<file path="src/rtl/gcd_param_pkg.sv">
// Shared types and sizing helpers for the gcd_param block.
// Optional feature macro: GCD_PARAM_ITERS_EN (REDUCE-cycle counter).
package gcd_param_pkg;

  typedef enum logic [1:0] {
    IDLE   = 2'd0,
    STRIP  = 2'd1,
    REDUCE = 2'd2,
    DONE   = 2'd3
  } state_t;

  // Upper bound on cycles an operation can take; sizes the iteration counter.
  function automatic int gcd_bound(input int width);
    return 4 * width + 3;
  endfunction

endpackage

</file>
<file path="src/rtl/gcd_param_step.sv">
// Combinational REDUCE step of the binary GCD: one reduction per call.
module gcd_param_step
  import gcd_param_pkg::*;
#(
  parameter int WIDTH = 16
) (
  input  logic [WIDTH-1:0] x,
  input  logic [WIDTH-1:0] y,
  output logic [WIDTH-1:0] x_next,
  output logic [WIDTH-1:0] y_next,
  output logic             finish
);

  // First matching rule wins; subtraction always uses the larger operand as minuend.
  always_comb begin
    x_next = x;
    y_next = y;
    finish = 1'b0;
    if (x == '0 || y == '0) begin
      finish = 1'b1;
    end else if (!x[0]) begin
      x_next = x >> 1;
    end else if (!y[0]) begin
      y_next = y >> 1;
    end else if (x > y) begin
      x_next = x - y;
    end else if (x < y) begin
      y_next = y - x;
    end else begin
      y_next = '0;
    end
  end

endmodule

</file>
<file path="src/rtl/gcd_param.sv">
// Binary (Stein) GCD engine with valid/ready handshake on both sides.
// Optional feature macro: GCD_PARAM_ITERS_EN adds the iters output.
module gcd_param
  import gcd_param_pkg::*;
#(
  parameter  int WIDTH = 16,
  localparam int CNT_W = $clog2(gcd_bound(WIDTH))
) (
  input  logic             clk,
  input  logic             reset_n,
  input  logic             in_valid,
  output logic             in_ready,
  input  logic [WIDTH-1:0] a,
  input  logic [WIDTH-1:0] b,
  output logic             out_valid,
  input  logic             out_ready,
`ifdef GCD_PARAM_ITERS_EN
  output logic [CNT_W-1:0] iters,
`endif
  output logic [WIDTH-1:0] res
);

  localparam int K_W = $clog2(WIDTH);

  state_t           state;
  state_t           state_next;
  logic [WIDTH-1:0] x;
  logic [WIDTH-1:0] y;
  logic [K_W-1:0]   k;
  logic [WIDTH-1:0] x_next;
  logic [WIDTH-1:0] y_next;
  logic             finish;
  logic             strip_shift;
  logic             accept;

  assign accept      = in_valid && (state == IDLE);
  assign strip_shift = (x != '0) && (y != '0) && !x[0] && !y[0];

  gcd_param_step #(
    .WIDTH(WIDTH)
  ) u_step (
    .x      (x),
    .y      (y),
    .x_next (x_next),
    .y_next (y_next),
    .finish (finish)
  );

  // State register.
  always_ff @(posedge clk or negedge reset_n) begin
    if (!reset_n) state <= IDLE;
    else          state <= state_next;
  end

  // Next-state logic.
  always_comb begin
    state_next = state;
    unique case (state)
      IDLE:   if (in_valid)     state_next = STRIP;
      STRIP:  if (!strip_shift) state_next = REDUCE;
      REDUCE: if (finish)       state_next = DONE;
      DONE:   if (out_ready)    state_next = IDLE;
      default:                  state_next = IDLE;
    endcase
  end

  // Handshake outputs decoded from state.
  always_comb begin
    in_ready  = (state == IDLE);
    out_valid = (state == DONE);
  end

  // Operand, common-power-of-two and result registers.
  always_ff @(posedge clk or negedge reset_n) begin
    if (!reset_n) begin
      x   <= '0;
      y   <= '0;
      k   <= '0;
      res <= '0;
    end else begin
      unique case (state)
        IDLE: begin
          if (accept) begin
            x <= a;
            y <= b;
            k <= '0;
          end
        end
        STRIP: begin
          if (strip_shift) begin
            x <= x >> 1;
            y <= y >> 1;
            k <= k + 1'b1;
          end
        end
        REDUCE: begin
          // k counts only factors of two shared by both operands, so the shift cannot overflow.
          if (finish) res <= ((y == '0) ? x : y) << k;
          else begin
            x <= x_next;
            y <= y_next;
          end
        end
        default: ;
      endcase
    end
  end

`ifdef GCD_PARAM_ITERS_EN
  // Saturating count of REDUCE cycles for the current operation.
  always_ff @(posedge clk or negedge reset_n) begin
    if (!reset_n)                          iters <= '0;
    else if (accept)                       iters <= '0;
    else if (state == REDUCE && iters != '1) iters <= iters + 1'b1;
  end
`endif

endmodule

</file>
<file path="config.mk">
export PLATFORM = sky130hd
export DESIGN_NAME = gcd_param
export DESIGN_NICKNAME = d
export VERILOG_FILES = /design/src/rtl/gcd_param_pkg.sv /design/src/rtl/gcd_param_step.sv /design/src/rtl/gcd_param.sv
export SDC_FILE = /design/constraint.sdc
export NUM_CORES = 1
export LEC_CHECK = 0
export CAP_MARGIN = 20
export CORE_MARGIN = 2
export CORE_UTILIZATION = 25
export CTS_BUF_LIST = sky130_fd_sc_hd__clkbuf_8
export CTS_CLUSTER_SIZE = 12
export DETAILED_ROUTE_END_ITERATION = 8
export SLEW_MARGIN = 0
export SYNTH_ARGS = -nofsm -noshare
export SYNTH_HDL_FRONTEND = slang
export SYNTH_SLANG_ARGS = --single-unit
</file>
<file path="constraint.sdc">
create_clock -name clk -period 4.8 [get_ports clk]
set_input_delay 0.96 -clock clk [delete_from_list [all_inputs] [get_ports clk]]
set_output_delay 0.96 -clock clk [all_outputs]
set_load 0.02 [all_outputs]
</file>
### Word level (Yosys, flattened, before mapping)

Index checks and enable logic that the tools add are counted.

| storage, ports and cells | value |
|---|---|
| bits in registers | 54 |
| bits of input ports | 36 |
| logic and storage cells | 76 |

| operators by class | value |
|---|---|
| add/subtract/negate cells | 3 |
| order comparisons | 2 |
| eq/ne operators | 15 |
| shift operators | 1 |
| multiplexer cells | 27 |
| reduce and logical (&&, ||, !) cells | 21 |

Operators by type and width:

| operator | number |
|---|---|
| 2-to-1 mux 16 bit | 16 |
| case mux 16 bit (3 select lines) | 2 |
| zero test 16 bit | 2 |
| nonzero test 16 bit | 2 |
| subtractor 16 bit | 2 |
| > comparator 16 bit | 1 |
| less-than comparator 16 bit | 1 |
| left shift 16 x 4 -> 16 bit | 1 |
| != test 2 bit (second input constant) | 7 |
| AND reduction 7 bit | 2 |
| 2-to-1 mux 2 bit | 4 |
| 2-to-1 mux 4 bit | 2 |
| case mux 2 bit (4 select lines) | 1 |
| case mux 4 bit (2 select lines) | 1 |
| != test 3 bit (second input constant) | 2 |
| AND reduction 6 bit | 1 |
| AND reduction 5 bit | 1 |
| adder 4 x 1 -> 4 bit (second input constant) | 1 |
| equality test 2 bit (second input constant) | 2 |
| logical AND 1 bit | 4 |
| != test 2 x 1 -> 1 bit (second input constant) | 2 |
| AND reduction 4 bit | 1 |
| != test 3 x 2 -> 1 bit (second input constant) | 1 |
| AND reduction 3 bit | 1 |
| 8 further kinds | 9 |

### Logic depth before layout (Yosys ltp)

Gate-level depths: netlist of run 1.

| depth | value |
|---|---|
| depth after elaboration | 8 |
| depth in mapped cells | 14 |
| depth with buffers taken out | 12 |

### Hierarchy

A second synthesis of run 1 with hierarchy kept.

| second synthesis, totals | value |
|---|---|
| cell total of the unflattened synthesis | 728 |
| area total of the unflattened synthesis | 5,771.8 um^2 |

Modules (own cells, without submodules):

| module | times used | cells each | area each (um^2) | seq. area each (um^2) |
|---|---|---|---|---|
| gcd_param | 1 | 396 | 3,560.9 | 1,351.3 |
| gcd_param_step | 1 | 332 | 2,210.9 | 0.0 |

### Least setup slack after synthesis of run 1

Ideal clock, no wire load.

| path | value |
|---|---|
| path type | register to register |
| start point | register x[0] |
| end point | register y[15] |
| setup time | 133 ps |
| arrival time | 2,900 ps |
| setup slack | 1,767 ps |
| cell stages (with the launch flop) | 15 |
| path buffers | 2 |
| period minus slack after synthesis | 3,033 ps |
| cells stage by stage | dfrtp_1 -> clkbuf_1 -> inv_1 -> ha_1 -> inv_1 -> fa_1 -> a21o_1 -> a21oi_2 -> o211ai_4 -> a31oi_4 -> nor2_2 -> a311o_1 -> buf_2 -> a311oi_1 -> a21oi_1 |

| on the way | value |
|---|---|
| longest elaborated chain between the ends | 8 |
| elaborated cells on any way between the ends | 24 |
| those cells by class | 1 x add/sub; 2 x order compare; 5 x eq/ne; 8 x mux; 8 x reduce/logical |

Ends and longest elaborated chain:

| what | line | text |
|---|---|---|
| start, declared | gcd_param.sv:27 | `logic [WIDTH-1:0] x;` |
| start signal, assigned | gcd_param.sv:91 | `x <= x >> 1;` |
| start signal, assigned | gcd_param.sv:100 | `x <= x_next;` |
| subtractor 16 bit / less-than comparator 16 bit (equally long branches) | gcd_param_step.sv:28, gcd_param_step.sv:27 |  |
| 2-to-1 mux 16 bit | gcd_param_step.sv:27 | `end else if (x < y) begin` |
| 2-to-1 mux 16 bit | gcd_param_step.sv:25 | `end else if (x > y) begin` |
| 2-to-1 mux 16 bit | gcd_param_step.sv:23 | `end else if (!y[0]) begin` |
| 2-to-1 mux 16 bit | gcd_param_step.sv:21 | `end else if (!x[0]) begin` |
| 2-to-1 mux 16 bit | gcd_param_step.sv:19 | `if (x == '0 \|\| y == '0) begin` |
| 2-to-1 mux 16 bit | gcd_param.sv:98 | `if (finish) res <= ((y == '0) ? x : y) << k;` |
| case mux 16 bit (3 select lines) | gcd_param.sv:81 | `unique case (state)` |
| end signal, assigned | gcd_param.sv:92 | `y <= y >> 1;` |
| end signal, assigned | gcd_param.sv:101 | `y <= y_next;` |
| end, declared | gcd_param.sv:28 | `logic [WIDTH-1:0] y;` |

Parallel ways exist; a longest one is shown, timed or not. The select of a mux whose other input is x is not followed.
A chain may end at the register's enable or synchronous reset.

### Worst setup path in the final report of run 1

| path | value |
|---|---|
| start point | register y[0] |
| end point | register y[15] |

| on the way | value |
|---|---|
| longest elaborated chain between the ends | 8 |
| elaborated cells on any way between the ends | 23 |
| those cells by class | 1 x add/sub; 2 x order compare; 4 x eq/ne; 8 x mux; 8 x reduce/logical |

Ends and longest elaborated chain:

| what | line |
|---|---|
| subtractor 16 bit / less-than comparator 16 bit (equally long branches) | gcd_param_step.sv:28, gcd_param_step.sv:27 |
| 2-to-1 mux 16 bit | gcd_param_step.sv:27 |
| 2-to-1 mux 16 bit | gcd_param_step.sv:25 |
| 2-to-1 mux 16 bit | gcd_param_step.sv:23 |
| 2-to-1 mux 16 bit | gcd_param_step.sv:21 |
| 2-to-1 mux 16 bit | gcd_param_step.sv:19 |
| 2-to-1 mux 16 bit | gcd_param.sv:98 |
| case mux 16 bit (3 select lines) | gcd_param.sv:81 |

Parallel ways exist; a longest one is shown, timed or not. The select of a mux whose other input is x is not followed.

==> impl_table.tex, run 1 <==
\begin{tabular}{lr}
\hline
Metric & Value \\
\hline
\multicolumn{2}{l}{\textbf{STA}} \\
\quad Time the worst path needs with I/O delays and setup & 3700 ps \\
\quad Highest Clock Rate & 270 MHz \\
\quad Setup tns final & 0 ps \\
\quad Max transition margin & 35.9\% \\
\quad Transition time at the pin with the least slew margin & 962 ps \\
\quad Hold Vio Cnt, Final & 0 \\
\quad Final number of setup-violating endpoints & 0 \\
\quad Setup repair after global routing missed its margin & false \\
\quad Slew Limit Fails & 0 \\
\quad Hold WS & 490 ps \\
\quad Ratio of final minimum period to clock period & 77.2\% \\
\quad Worst setup skew after layout & 12.0 ps \\
\multicolumn{2}{l}{\textbf{Route}} \\
\quad Final antenna-violating net count & 0 \\
\quad Average wire per cell in the routed design & 17.2 um \\
\quad DRC violation count after routing & 0 \\
\quad DR pass1 iterations & 5 \\
\quad Total routed wirelength & 15900 um \\
\quad Via count & 4805 \\
\quad Average via count per standard cell & 5.19 \\
\quad DRC violation total after the first TritonRoute iteration & 454 \\
\multicolumn{2}{l}{\textbf{Logic synthesis}} \\
\quad FFs w/ async S/R, synth & 100\% \\
\quad Dominant cells by area after synthesis & dfrtp\_1, ha\_1, o21ai\_0 \\
\quad Flip-flop and latch count after synthesis & 54 \\
\quad Number of distinct library cell variants in the gate-level netlist after synthesis & 65 \\
\quad YS warnings & 0 \\
\quad Net count after synthesis & 702 \\
\quad Proportion of synthesized chip area in sequential cells & 26.6\% \\
\quad Post-synthesis area per instance & 8.10 um2 \\
\quad Summed instance area of the synthesized netlist & 5080 um2 \\
\quad Yosys top cell area share & 26.6\% \\
\quad Top\_reg\_cell synth & dfrtp\_1 \\
\quad Number of enable-type register cells in the synthesized netlist & 0 \\
\quad Area leader, netlist & dfrtp\_1 \\
\quad Cells after synthesis & 627 \\
\multicolumn{2}{l}{\textbf{Setup path}} \\
\quad CP max stage delay & 780 ps \\
\quad Startpoint of the worst register-to-register path & y[0]\$\_DFFE\_PN0P\_ \\
\quad Slowest cell on the critical path & and4\_1 \\
\quad Cell family with the largest share of critical-path delay & compound AO/OA/AOI/OAI gates \\
\quad CP Buf/Inv Count & 1 \\
\quad Worst Setup SP & y[0]\$\_DFFE\_PN0P\_ \\
\quad Data arrival at the endpoint of the critical path & 3980 ps \\
\quad List of cells traversed by the critical path & nor4\_1 -> and4\_1 -> a41o\_1 -> nor3\_1 -> o21ai\_1 -> a311o\_1 -> buf\_8 -> a311oi\_1 -> a21oi\_1 \\
\quad Crit end category & flop \\
\quad CP required & 5080 ps \\
\quad Type of the setup path with the least slack & reg2reg \\
\quad Max Fanout on Critical Path & 19 \\
\quad Crit start category & flop \\
\multicolumn{2}{l}{\textbf{Clocking}} \\
\quad Post-CTS Setup Repair Bufs & 0 \\
\quad \# clock sinks & 54 \\
\quad Hold-fix buffer count after cts & 0 \\
\quad Number of gates resized after CTS & 0 \\
\quad Clock latency reported for the late side of the worst-skew pair & 350 ps \\
\quad Number of buffers between clock root and the deepest sink & 2 \\
\quad Number of buffers created by CTS & 5 \\
\quad Maximum level of the CTS H-tree & 2 \\
\quad CTS tree & done \\
\quad Clock root buffer & clkbuf\_8 \\
\quad Clock-pin slew reported for the worst setup and hold paths after clock tree synthesis & 110 ps \\
\multicolumn{2}{l}{\textbf{Hold path}} \\
\quad Source of the worst hold timing path & res[0]\$\_DFFE\_PN0P\_ \\
\quad Classification of the worst-slack hold path & reg2reg \\
\multicolumn{2}{l}{\textbf{Floorplan}} \\
\quad Floorplan die width & 147 um \\
\quad Die Height & 147 um \\
\quad Placeable core area & 20100 um2 \\
\quad Placement row count & 52 \\
\quad Die Area & 21500 um2 \\
\quad Number of primary I/O pins & 54 \\
\quad Initial core utilization & 25.3\% \\
\multicolumn{2}{l}{\textbf{Layout}} \\
\quad Nets@finish & 729 \\
\quad Area overhead of the layout relative to synthesis & 16.8\% \\
\quad Final-layout fill cell count & 2143 \\
\quad Area taken by flip-flops and latches & 1350 um2 \\
\quad Combined area of the multi-input logic cells & 3350 um2 \\
\quad Share of final-layout standard cells stronger than drive strength 1 & 6.72\% \\
\quad Top library cells by usage in the layout, fill and taps aside & o21ai\_0, a21oi\_1, dfrtp\_1 \\
\quad Diodes inserted & 0 \\
\quad Commonest non-fill, non-tap cell in the layout & o21ai\_0 \\
\multicolumn{2}{l}{\textbf{Place}} \\
\quad IO buf count & 53 \\
\quad Placer congestion estimate & 0.912 \\
\quad Final HPWL from detailed placement & 11900 um \\
\multicolumn{2}{l}{\textbf{GRT}} \\
\quad Wire length of the first global-routing pass & 25500 um \\
\quad Initial antenna violation count & 0 \\
\quad Congestion Overflow GR & 0 \\
\quad Largest net degree at the start of global routing & 44 \\
\quad Via count of the first global-routing pass & 4622 \\
\quad GRT Total Usage & 14.8\% \\
\multicolumn{2}{l}{\textbf{Status}} \\
\quad Outcome & finished clean \\
\multicolumn{2}{l}{\textbf{Run}} \\
\quad Reported max-cap violation count & 0 \\
\hline
\end{tabular}
-- cell families after synthesis --
logic type	count (synthesis)	synth area share, %
AOI/OAI and AO/OA	226	30.0
xor gates and xnor gates	27	4.66
adders and majority gates	39	9.90
buffers and inverters	91	7.36
DFF	54	26.6
muxes	33	6.92
and+or+nand+nor	157	14.6
-- registers in the layout (all words and copies together) (netlist names) --
name,flops
res,16
x,16
y,16
k,4
state,2
-- synth_stat cells, drive strengths merged, types with 2 or more instances --
cell,number
o21ai,57
a21oi,56
dfrtp,54
nand2,48
inv,47
nor2,46
ha,37
clkbuf,27
mux2i,25
buf,17
xnor2,16
a211oi,15
a21o,15
a221oi,11
xor2,11
nor3,10
o211ai,10
nand4,9
nor4,9
o22ai,8
a22oi,7
a31oi,7
mux2,7
o21a,7
a22o,6
and3,6
nand3,6
nor2b,6
a221o,5
o21bai,5
o31ai,4
or3,4
or2,3
a311oi,2
fa,2
nand2b,2
nand3b,2
nor3b,2
o221a,2
-- metal layers --
metal	GRT usage, %	vias to the layer above	part of all wire [%]
met3	2.97	28	5.9
li1	-	2335	-
met2	22.6	149	44
met1	20.9	2293	47
met4	5.05	0	2.6
met5	0	-	0
-- stage by stage --
step	std cells	instance area [um2]	utilization [%]	worst slack (ps)
floorplan	627	5080	-	1770
global placement	916	5820	29.0	795
detailed placement	917	5840	29.0	1180
CTS	925	5930	29.5	1150
global route	925	5930	29.5	820
finish	925	5930	29.5	1100
-- worst paths after layout --
kind | cells after the start | slack (ps) | to
min reg2reg | 2 | 490 | res[0]$_DFFE_PN0P_
max | 9 | 1100 | y[15]$_DFFE_PN0P_
min in group asynchronous | 1 | 560 | x[11]$_DFFE_PN0P_
max reg2reg | 9 | 1100 | y[15]$_DFFE_PN0P_
min | 2 | 490 | res[0]$_DFFE_PN0P_
max in group asynchronous | 2 | 3390 | x[1]$_DFFE_PN0P_
-- worst reg2reg max path, delay by kind of cell, from the launching register on --
kind,cells,cell delay [ps]
AO/OA/AOI/OAI,5,1530
buffers and inverters,1,240
flip-flops,1,560
AND/OR/NAND/NOR,3,1310
-- area by class of cell --
| type | count | share of cell area, % |
|---|---|---|
| multi-input combinational | 482 | 56.5 |
| sequential | 54 | 22.8 |
| timing repair buffer | 64 | 10.4 |
| tap | 270 | 5.69 |
| inverter | 47 | 2.97 |
| clock buffer | 5 | 1.16 |
| clock inverter | 3 | 0.485 |
Power of run 1 is left out: the tool's default activity adds up to more than one toggle a clock period on the data nets, which glitch-free logic cannot reach.
==> run 2, diff against run 1 <==
==> constraint.sdc (replaced) <==
create_clock -name clk -period 3.1 [get_ports clk]
set_input_delay 0.62 -clock clk [delete_from_list [all_inputs] [get_ports clk]]
set_output_delay 0.62 -clock clk [all_outputs]
set_load 0.02 [all_outputs]
==> run 2 against run 1 <==
  * Clock skew down 1.6 ps
  * Sequential share of layout area down 1.5 points
  * Flip-flop and latch count unchanged
  * Global-route usage up 0.92 points
  * Largest cell class unchanged
==> impl_table.tex, run 2 (synthesis results as in run 1) <==
\begin{tabular}{lr}
\hline
Metric & Value \\
\hline
\multicolumn{2}{l}{\textbf{Setup path}} \\
\quad CP required & 3360 ps (-1720 ps) \\
\quad Slowest cell on the critical path & fa\_1 \\
\quad Capturing element of the worst setup path & y[13]\$\_DFFE\_PN0P\_ \\
\quad Worst Setup SP & x[0]\$\_DFFE\_PN0P\_ \\
\quad Cell seen most often among critical-path stages & inv\_1 \\
\quad Data arrival at the endpoint of the critical path & 3240 ps (-740 ps) \\
\quad Reg-to-reg endpoint & y[13]\$\_DFFE\_PN0P\_ \\
\quad Setup slack on the worst flop-to-flop path & 120 ps (-980 ps) \\
\quad Cell family with the largest share of critical-path delay & compound AO/OA/AOI/OAI gates \\
\quad Startpoint of the worst register-to-register path & x[0]\$\_DFFE\_PN0P\_ \\
\quad Critical path depth & 12 (+3) \\
\quad List of cells traversed by the critical path & inv\_1 -> ha\_1 -> inv\_1 -> fa\_1 -> a21o\_1 -> a21oi\_4 -> o211ai\_4 -> a31oi\_4 -> nor2\_2 -> a311o\_2 -> buf\_4 -> o31ai\_1 \\
\quad Type of the setup path with the least slack & reg2reg \\
\quad CP max stage delay & 450 ps (-330 ps) \\
\quad CP Buf/Inv Count & 3 (+2) \\
\quad Crit end category & flop \\
\quad Crit start category & flop \\
\quad Number of cell instances on the worst register-to-register path & 12 (+3) \\
\quad Max Fanout on Critical Path & 11 (-8) \\
\multicolumn{2}{l}{\textbf{Floorplan}} \\
\quad Number of primary I/O pins & 54 (unchanged) \\
\quad Initial core utilization & 25.3\% (unchanged) \\
\quad Die Area & 21500 um2 (unchanged) \\
\quad Die Height & 147 um (unchanged) \\
\quad Placeable core area & 20100 um2 (unchanged) \\
\quad Placement row count & 52 (unchanged) \\
\quad Floorplan die width & 147 um (unchanged) \\
\multicolumn{2}{l}{\textbf{STA}} \\
\quad Highest Clock Rate & 335 MHz (+24\%) \\
\quad Setup repair after global routing missed its margin & true \\
\quad Worst setup skew after layout & 10.4 ps (-1.59 ps) \\
\quad Transition time at the pin with the least slew margin & 996 ps (+33.9 ps) \\
\quad Hold Vio Cnt, Final & 0 (unchanged) \\
\quad Slew Limit Fails & 0 (unchanged) \\
\quad Final worst setup slack & 118 ps (-978 ps) \\
\quad Ratio of final minimum period to clock period & 96.2\% (+19 points) \\
\quad Max transition margin & 33.6\% (-2.3 points) \\
\quad Final number of setup-violating endpoints & 0 (unchanged) \\
\quad Time the worst path needs with I/O delays and setup & 2980 ps (-722 ps) \\
\multicolumn{2}{l}{\textbf{Route}} \\
\quad Total routed wirelength & 16700 um (+5.0\%) \\
\quad DR pass1 iterations & 5 (unchanged) \\
\quad Average wire per cell in the routed design & 17.1 um (-0.53\%) \\
\quad Final antenna-violating net count & 0 (unchanged) \\
\quad Average via count per standard cell & 5.14 (-1.1\%) \\
\quad DRC violation total after the first TritonRoute iteration & 398 (-12\%) \\
\quad DRC violation count after routing & 0 (unchanged) \\
\quad Via count & 5016 (+4.4\%) \\
\multicolumn{2}{l}{\textbf{Place}} \\
\quad Setup Slack @ Placement & 67.1 ps (-1110 ps) \\
\quad Area after DPL & 6210 um2 (+6.4\%) \\
\quad Placer congestion estimate & 0.927 (+1.6\%) \\
\quad IO buf count & 53 (unchanged) \\
\quad Final HPWL from detailed placement & 12900 um (+8.5\%) \\
\multicolumn{2}{l}{\textbf{GRT}} \\
\quad Via count of the first global-routing pass & 5005 (+8.3\%) \\
\quad Congestion Overflow GR & 0 (unchanged) \\
\quad Initial antenna violation count & 0 (unchanged) \\
\quad Wire length of the first global-routing pass & 27000 um (+5.8\%) \\
\quad GRT Total Usage & 15.8\% (+0.92 points) \\
\quad Largest net degree at the start of global routing & 43 (-2.3\%) \\
\multicolumn{2}{l}{\textbf{Clocking}} \\
\quad Clock root buffer & clkbuf\_8 \\
\quad Maximum level of the CTS H-tree & 2 (unchanged) \\
\quad Clock latency reported for the late side of the worst-skew pair & 350 ps (about the same) \\
\quad CTS tree & done \\
\quad \# clock sinks & 54 (unchanged) \\
\quad Clock-pin slew reported for the worst setup and hold paths after clock tree synthesis & 120 ps (about the same) \\
\quad Number of buffers between clock root and the deepest sink & 2 (unchanged) \\
\quad Number of buffers created by CTS & 5 (unchanged) \\
\multicolumn{2}{l}{\textbf{Layout}} \\
\quad Area overhead of the layout relative to synthesis & 25.1\% \\
\quad Combined area of the multi-input logic cells & 3390 um2 (+0.93\%) \\
\quad Largest registers in the final layout & res: 16 flops, x: 16 flops, y: 16 flops \\
\quad Final Core Density & 31.6\% (+2.1 points) \\
\quad Final instance area & 6350 um2 (+7.1\%) \\
\quad Share of final-layout standard cells stronger than drive strength 1 & 14.4\% (+7.7 points) \\
\quad Top library cells by usage in the layout, fill and taps aside & buf\_4, o21ai\_0, a21oi\_1 \\
\quad Nets@finish & 780 (+7.0\%) \\
\quad Final-layout fill cell count & 2121 (-1.0\%) \\
\quad Area taken by flip-flops and latches & 1350 um2 (about the same) \\
\quad Diodes inserted & 0 (unchanged) \\
\quad Commonest non-fill, non-tap cell in the layout & buf\_4 \\
\multicolumn{2}{l}{\textbf{Status}} \\
\quad Outcome & finished clean \\
\multicolumn{2}{l}{\textbf{Run}} \\
\quad Reported max-cap violation count & 0 (unchanged) \\
\multicolumn{2}{l}{\textbf{Hold path}} \\
\quad Classification of the worst-slack hold path & in2async \\
\hline
\end{tabular}
-- run 2: how the worst min path moves through the flow --
stage | start | endpoint | slack [ps]
2_1_floorplan | reset_n | k[0]$_DFFE_PN0P_ | 320
3_3_place_gp | res[11]$_DFFE_PN0P_ | res[11]$_DFFE_PN0P_ | 470
3_5_place_dp | res[11]$_DFFE_PN0P_ | res[11]$_DFFE_PN0P_ | 470
4_1_cts | reset_n | res[7]$_DFFE_PN0P_ | 340
5_1_grt | reset_n | res[5]$_DFFE_PN0P_ | 360
6_report | reset_n | res[6]$_DFFE_PN0P_ | 320
-- run 2: timing repair --
item	CTS	global route
resized for setup	0	8
hold buffers	0	0
setup buffers	0	2
endpoints found under the setup margin	0	20
-- run 2: per-stage QoR --
step | hold WS, ps | TNS [ps] | std cells
finish | 318 | 0 | 976
global route | 358 | -23.0 | 976
CTS | 338 | 0 | 974
detailed placement | 472 | 0 | 966
global placement | 468 | 0 | 966
floorplan | 324 | 0 | 627
-- run 2: per-layer routing --
layer	vias up	GRT usage, %	share of wire, %
met3	36	2.28	5.4
li1	2431	-	-
met2	187	25.3	45
met1	2362	21.5	46
met4	0	6.02	2.9
met5	-	0	0
-- run 2: final cells by class --
cell class / instances / area share, %
Clock buffer: 5 / 1.08
Sequential cell: 54 / 21.3
Clock inverter: 3 / 0.453
Inverter: 47 / 2.78
Tap cell: 270 / 5.32
Multi-Input combinational cell: 482 / 53.3
Timing Repair Buffer: 115 / 15.8
Power of run 2 is left out for the same reason.
==> run 3, diff against run 2 <==
--- a/config.mk
+++ b/config.mk
@@ -11,6 +11,7 @@
 export CTS_BUF_LIST = sky130_fd_sc_hd__clkbuf_8
 export CTS_CLUSTER_SIZE = 12
 export DETAILED_ROUTE_END_ITERATION = 8
+export GPL_TIMING_DRIVEN = 0
 export SLEW_MARGIN = 0
 export SYNTH_ARGS = -nofsm -noshare
 export SYNTH_HDL_FRONTEND = slang
==> run 3 against run 2 <==
  * Fmax shrank 1.7%
  * Core utilization grew 0.26 points
  * Sequential share of layout area is 0.064 points higher
  * Final area rose by 0.81%
  * Global-route usage rose by 0.73 points
  * Via count increased by 4.1%
  * Clock skew increased by 1.3 ps
  * Register-to-register slack lost 50 ps
  * Largest cell class unchanged
==> impl_table.tex, run 3 (synthesis results as in run 1) <==
\begin{tabular}{lr}
\hline
Metric & Value \\
\hline
\multicolumn{2}{l}{\textbf{Clocking}} \\
\quad \# clock sinks & 54 (unchanged) \\
\quad Clock latency reported for the late side of the worst-skew pair & 350 ps (about the same) \\
\quad Clock root buffer & clkbuf\_8 \\
\quad Maximum level of the CTS H-tree & 2 (unchanged) \\
\quad Clock-pin slew reported for the worst setup and hold paths after clock tree synthesis & 120 ps (about the same) \\
\quad CTS tree & done \\
\quad Number of buffers between clock root and the deepest sink & 2 (unchanged) \\
\quad Number of buffers created by CTS & 5 (unchanged) \\
\multicolumn{2}{l}{\textbf{Setup path}} \\
\quad Reg-to-reg endpoint & y[1]\$\_DFFE\_PN0P\_ \\
\quad CP Buf/Inv Count & 3 (unchanged) \\
\quad Crit end category & flop \\
\quad Slowest cell on the critical path & dfrtp\_1 \\
\quad CP required & 3390 ps (+30 ps) \\
\quad CP max stage delay & 520 ps (+70 ps) \\
\quad Type of the setup path with the least slack & reg2reg \\
\quad Startpoint of the worst register-to-register path & x[5]\$\_DFFE\_PN0P\_ \\
\quad Max Fanout on Critical Path & 10 (-1) \\
\quad List of cells traversed by the critical path & ha\_1 -> buf\_2 -> nand4\_1 -> buf\_4 -> nor4\_4 -> nor2\_4 -> a311o\_2 -> buf\_8 -> a311oi\_2 -> a21o\_1 \\
\quad Setup slack on the worst flop-to-flop path & 70 ps (-50 ps) \\
\quad Cell family with the largest share of critical-path delay & compound AO/OA/AOI/OAI gates \\
\quad Crit start category & flop \\
\quad Number of cell instances on the worst register-to-register path & 10 (-2) \\
\quad Data arrival at the endpoint of the critical path & 3320 ps (+80 ps) \\
\multicolumn{2}{l}{\textbf{Layout}} \\
\quad Share of final-layout standard cells stronger than drive strength 1 & 15.1\% (+0.69 points) \\
\quad Commonest non-fill, non-tap cell in the layout & a21oi\_1 \\
\quad Diodes inserted & 0 (unchanged) \\
\quad Final-layout fill cell count & 2156 (+1.7\%) \\
\quad Nets@finish & 781 (+0.13\%) \\
\quad Top library cells by usage in the layout, fill and taps aside & a21oi\_1, clkdlybuf4s50\_1, o21ai\_0 \\
\quad Largest registers in the final layout & res: 16 flops, x: 16 flops, y: 16 flops \\
\quad Area overhead of the layout relative to synthesis & 26.1\% \\
\quad Final instance area & 6400 um2 (+0.81\%) \\
\multicolumn{2}{l}{\textbf{Place}} \\
\quad Placer congestion estimate & 0.918 (-1.0\%) \\
\quad IO buf count & 53 (unchanged) \\
\quad Final HPWL from detailed placement & 13400 um (+3.5\%) \\
\quad Area after DPL & 5960 um2 (-3.9\%) \\
\multicolumn{2}{l}{\textbf{STA}} \\
\quad Worst setup skew after layout & 11.7 ps (+1.29 ps) \\
\quad Hold WS & 231 ps (-87.5 ps) \\
\quad Final number of setup-violating endpoints & 0 (unchanged) \\
\quad Hold Vio Cnt, Final & 0 (unchanged) \\
\quad Setup tns final & 0 ps (unchanged) \\
\quad Max transition margin & 51.5\% (+18 points) \\
\quad Time the worst path needs with I/O delays and setup & 3030 ps (+52.6 ps) \\
\quad Setup repair after global routing missed its margin & true \\
\quad Highest Clock Rate & 330 MHz (-1.7\%) \\
\quad Slew Limit Fails & 0 (unchanged) \\
\quad Transition time at the pin with the least slew margin & 727 ps (-268 ps) \\
\quad Ratio of final minimum period to clock period & 97.9\% (+1.7 points) \\
\multicolumn{2}{l}{\textbf{Route}} \\
\quad Total routed wirelength & 18200 um (+9.3\%) \\
\quad Final antenna-violating net count & 0 (unchanged) \\
\quad DR pass1 iterations & 5 (unchanged) \\
\quad Average wire per cell in the routed design & 18.6 um (+9.2\%) \\
\quad DRC violation total after the first TritonRoute iteration & 496 (+25\%) \\
\quad DRC violation count after routing & 0 (unchanged) \\
\quad Via count & 5224 (+4.1\%) \\
\quad Average via count per standard cell & 5.35 (+4.0\%) \\
\multicolumn{2}{l}{\textbf{GRT}} \\
\quad Congestion Overflow GR & 0 (unchanged) \\
\quad Via count of the first global-routing pass & 5149 (+2.9\%) \\
\quad Wire length of the first global-routing pass & 28100 um (+4.0\%) \\
\quad Largest net degree at the start of global routing & 38 (-12\%) \\
\quad Initial antenna violation count & 0 (unchanged) \\
\quad GRT Total Usage & 16.5\% (+0.73 points) \\
\multicolumn{2}{l}{\textbf{Hold path}} \\
\quad Classification of the worst-slack hold path & in2async \\
\multicolumn{2}{l}{\textbf{Run}} \\
\quad Reported max-cap violation count & 0 (unchanged) \\
\multicolumn{2}{l}{\textbf{Floorplan}} \\
\quad Die Height & 147 um (unchanged) \\
\quad Die Area & 21500 um2 (unchanged) \\
\quad Placeable core area & 20100 um2 (unchanged) \\
\quad Initial core utilization & 25.3\% (unchanged) \\
\quad Floorplan die width & 147 um (unchanged) \\
\quad Placement row count & 52 (unchanged) \\
\quad Number of primary I/O pins & 54 (unchanged) \\
\multicolumn{2}{l}{\textbf{Status}} \\
\quad Outcome & finished clean \\
\hline
\end{tabular}
## run 3: changes by cell type in the layout (fill, tap and decap cells not counted), moves of 3 or more
cell,before,now
buf_4,61,19
clkbuf_1,0,21
dfrtp_1,53,41
dfrtp_2,1,13
buf_2,1,12
buf_6,0,6
o21ai_0,56,50
o21ai_1,1,7
a221oi_1,10,7
a221oi_2,0,3
inv_1,46,43
o31ai_1,3,0
## run 3: worst register-to-register path, stage by stage, from the launching register on
cell and delay (ps):
dfrtp_1 520, ha_1 340, buf_2 210, nand4_1 210, buf_4 210, nor4_4 410
nor2_4 70, a311o_2 480, buf_8 180, a311oi_2 230, a21o_1 110
## run 3: worst max-delay path by stage
stage                                start           endpoint  slack, ps  cells after the start
after floorplan           x[0]$_DFFE_PN0P_  y[15]$_DFFE_PN0P_         70                     14
after global placement    x[0]$_DFFE_PN0P_  x[12]$_DFFE_PN0P_       -640                     13
after detailed placement  x[0]$_DFFE_PN0P_  x[10]$_DFFE_PN0P_       -680                     13
after CTS                 y[8]$_DFFE_PN0P_   x[5]$_DFFE_PN0P_          4                     11
after global routing      x[5]$_DFFE_PN0P_   x[9]$_DFFE_PN0P_        -20                     10
final                     x[5]$_DFFE_PN0P_   y[1]$_DFFE_PN0P_         70                     10
## run 3: cell type report
cell class	instances	area (um2)	area share (%)
flip-flops and latches	54	1370	21.4
inverters	47	179	2.79
plain buffers	41	219	3.42
repair buffers	75	706	11.0
multi-input cells	482	3500	54.6
well taps	270	338	5.27
clock inverters	3	28.8	0.449
clock buffers	5	68.8	1.07
## run 3: per-layer routing
layer	up-vias	routed length [um]	GRT usage, %
met3	43	1290	2.63
met1	2513	8210	23.0
met4	0	617	5.29
li1	2430	-	-
met5	-	0	0
met2	238	8090	26.0
## run 3: stage by stage
stage | instances | setup WS (ps) | util, %
finish | 977 | 65.8 | 31.9
global route | 977 | -18.2 | 31.9
CTS | 967 | 3.74 | 30.7
detailed placement | 951 | -675 | 29.7
global placement | 950 | -636 | 29.6
floorplan | 627 | 67.3 | -
## run 3: what timing repair did
action / in CTS / in global routing
gates cloned: 1 / 2
pin swaps: 6 / 12
resized for setup: 17 / 52
hold buffers: 0 / 0
setup buffers: 9 / 9
endpoints found under the setup margin: 30 / 30
endpoints found under the hold margin: 0 / 0
Power of run 3 is left out for the same reason.
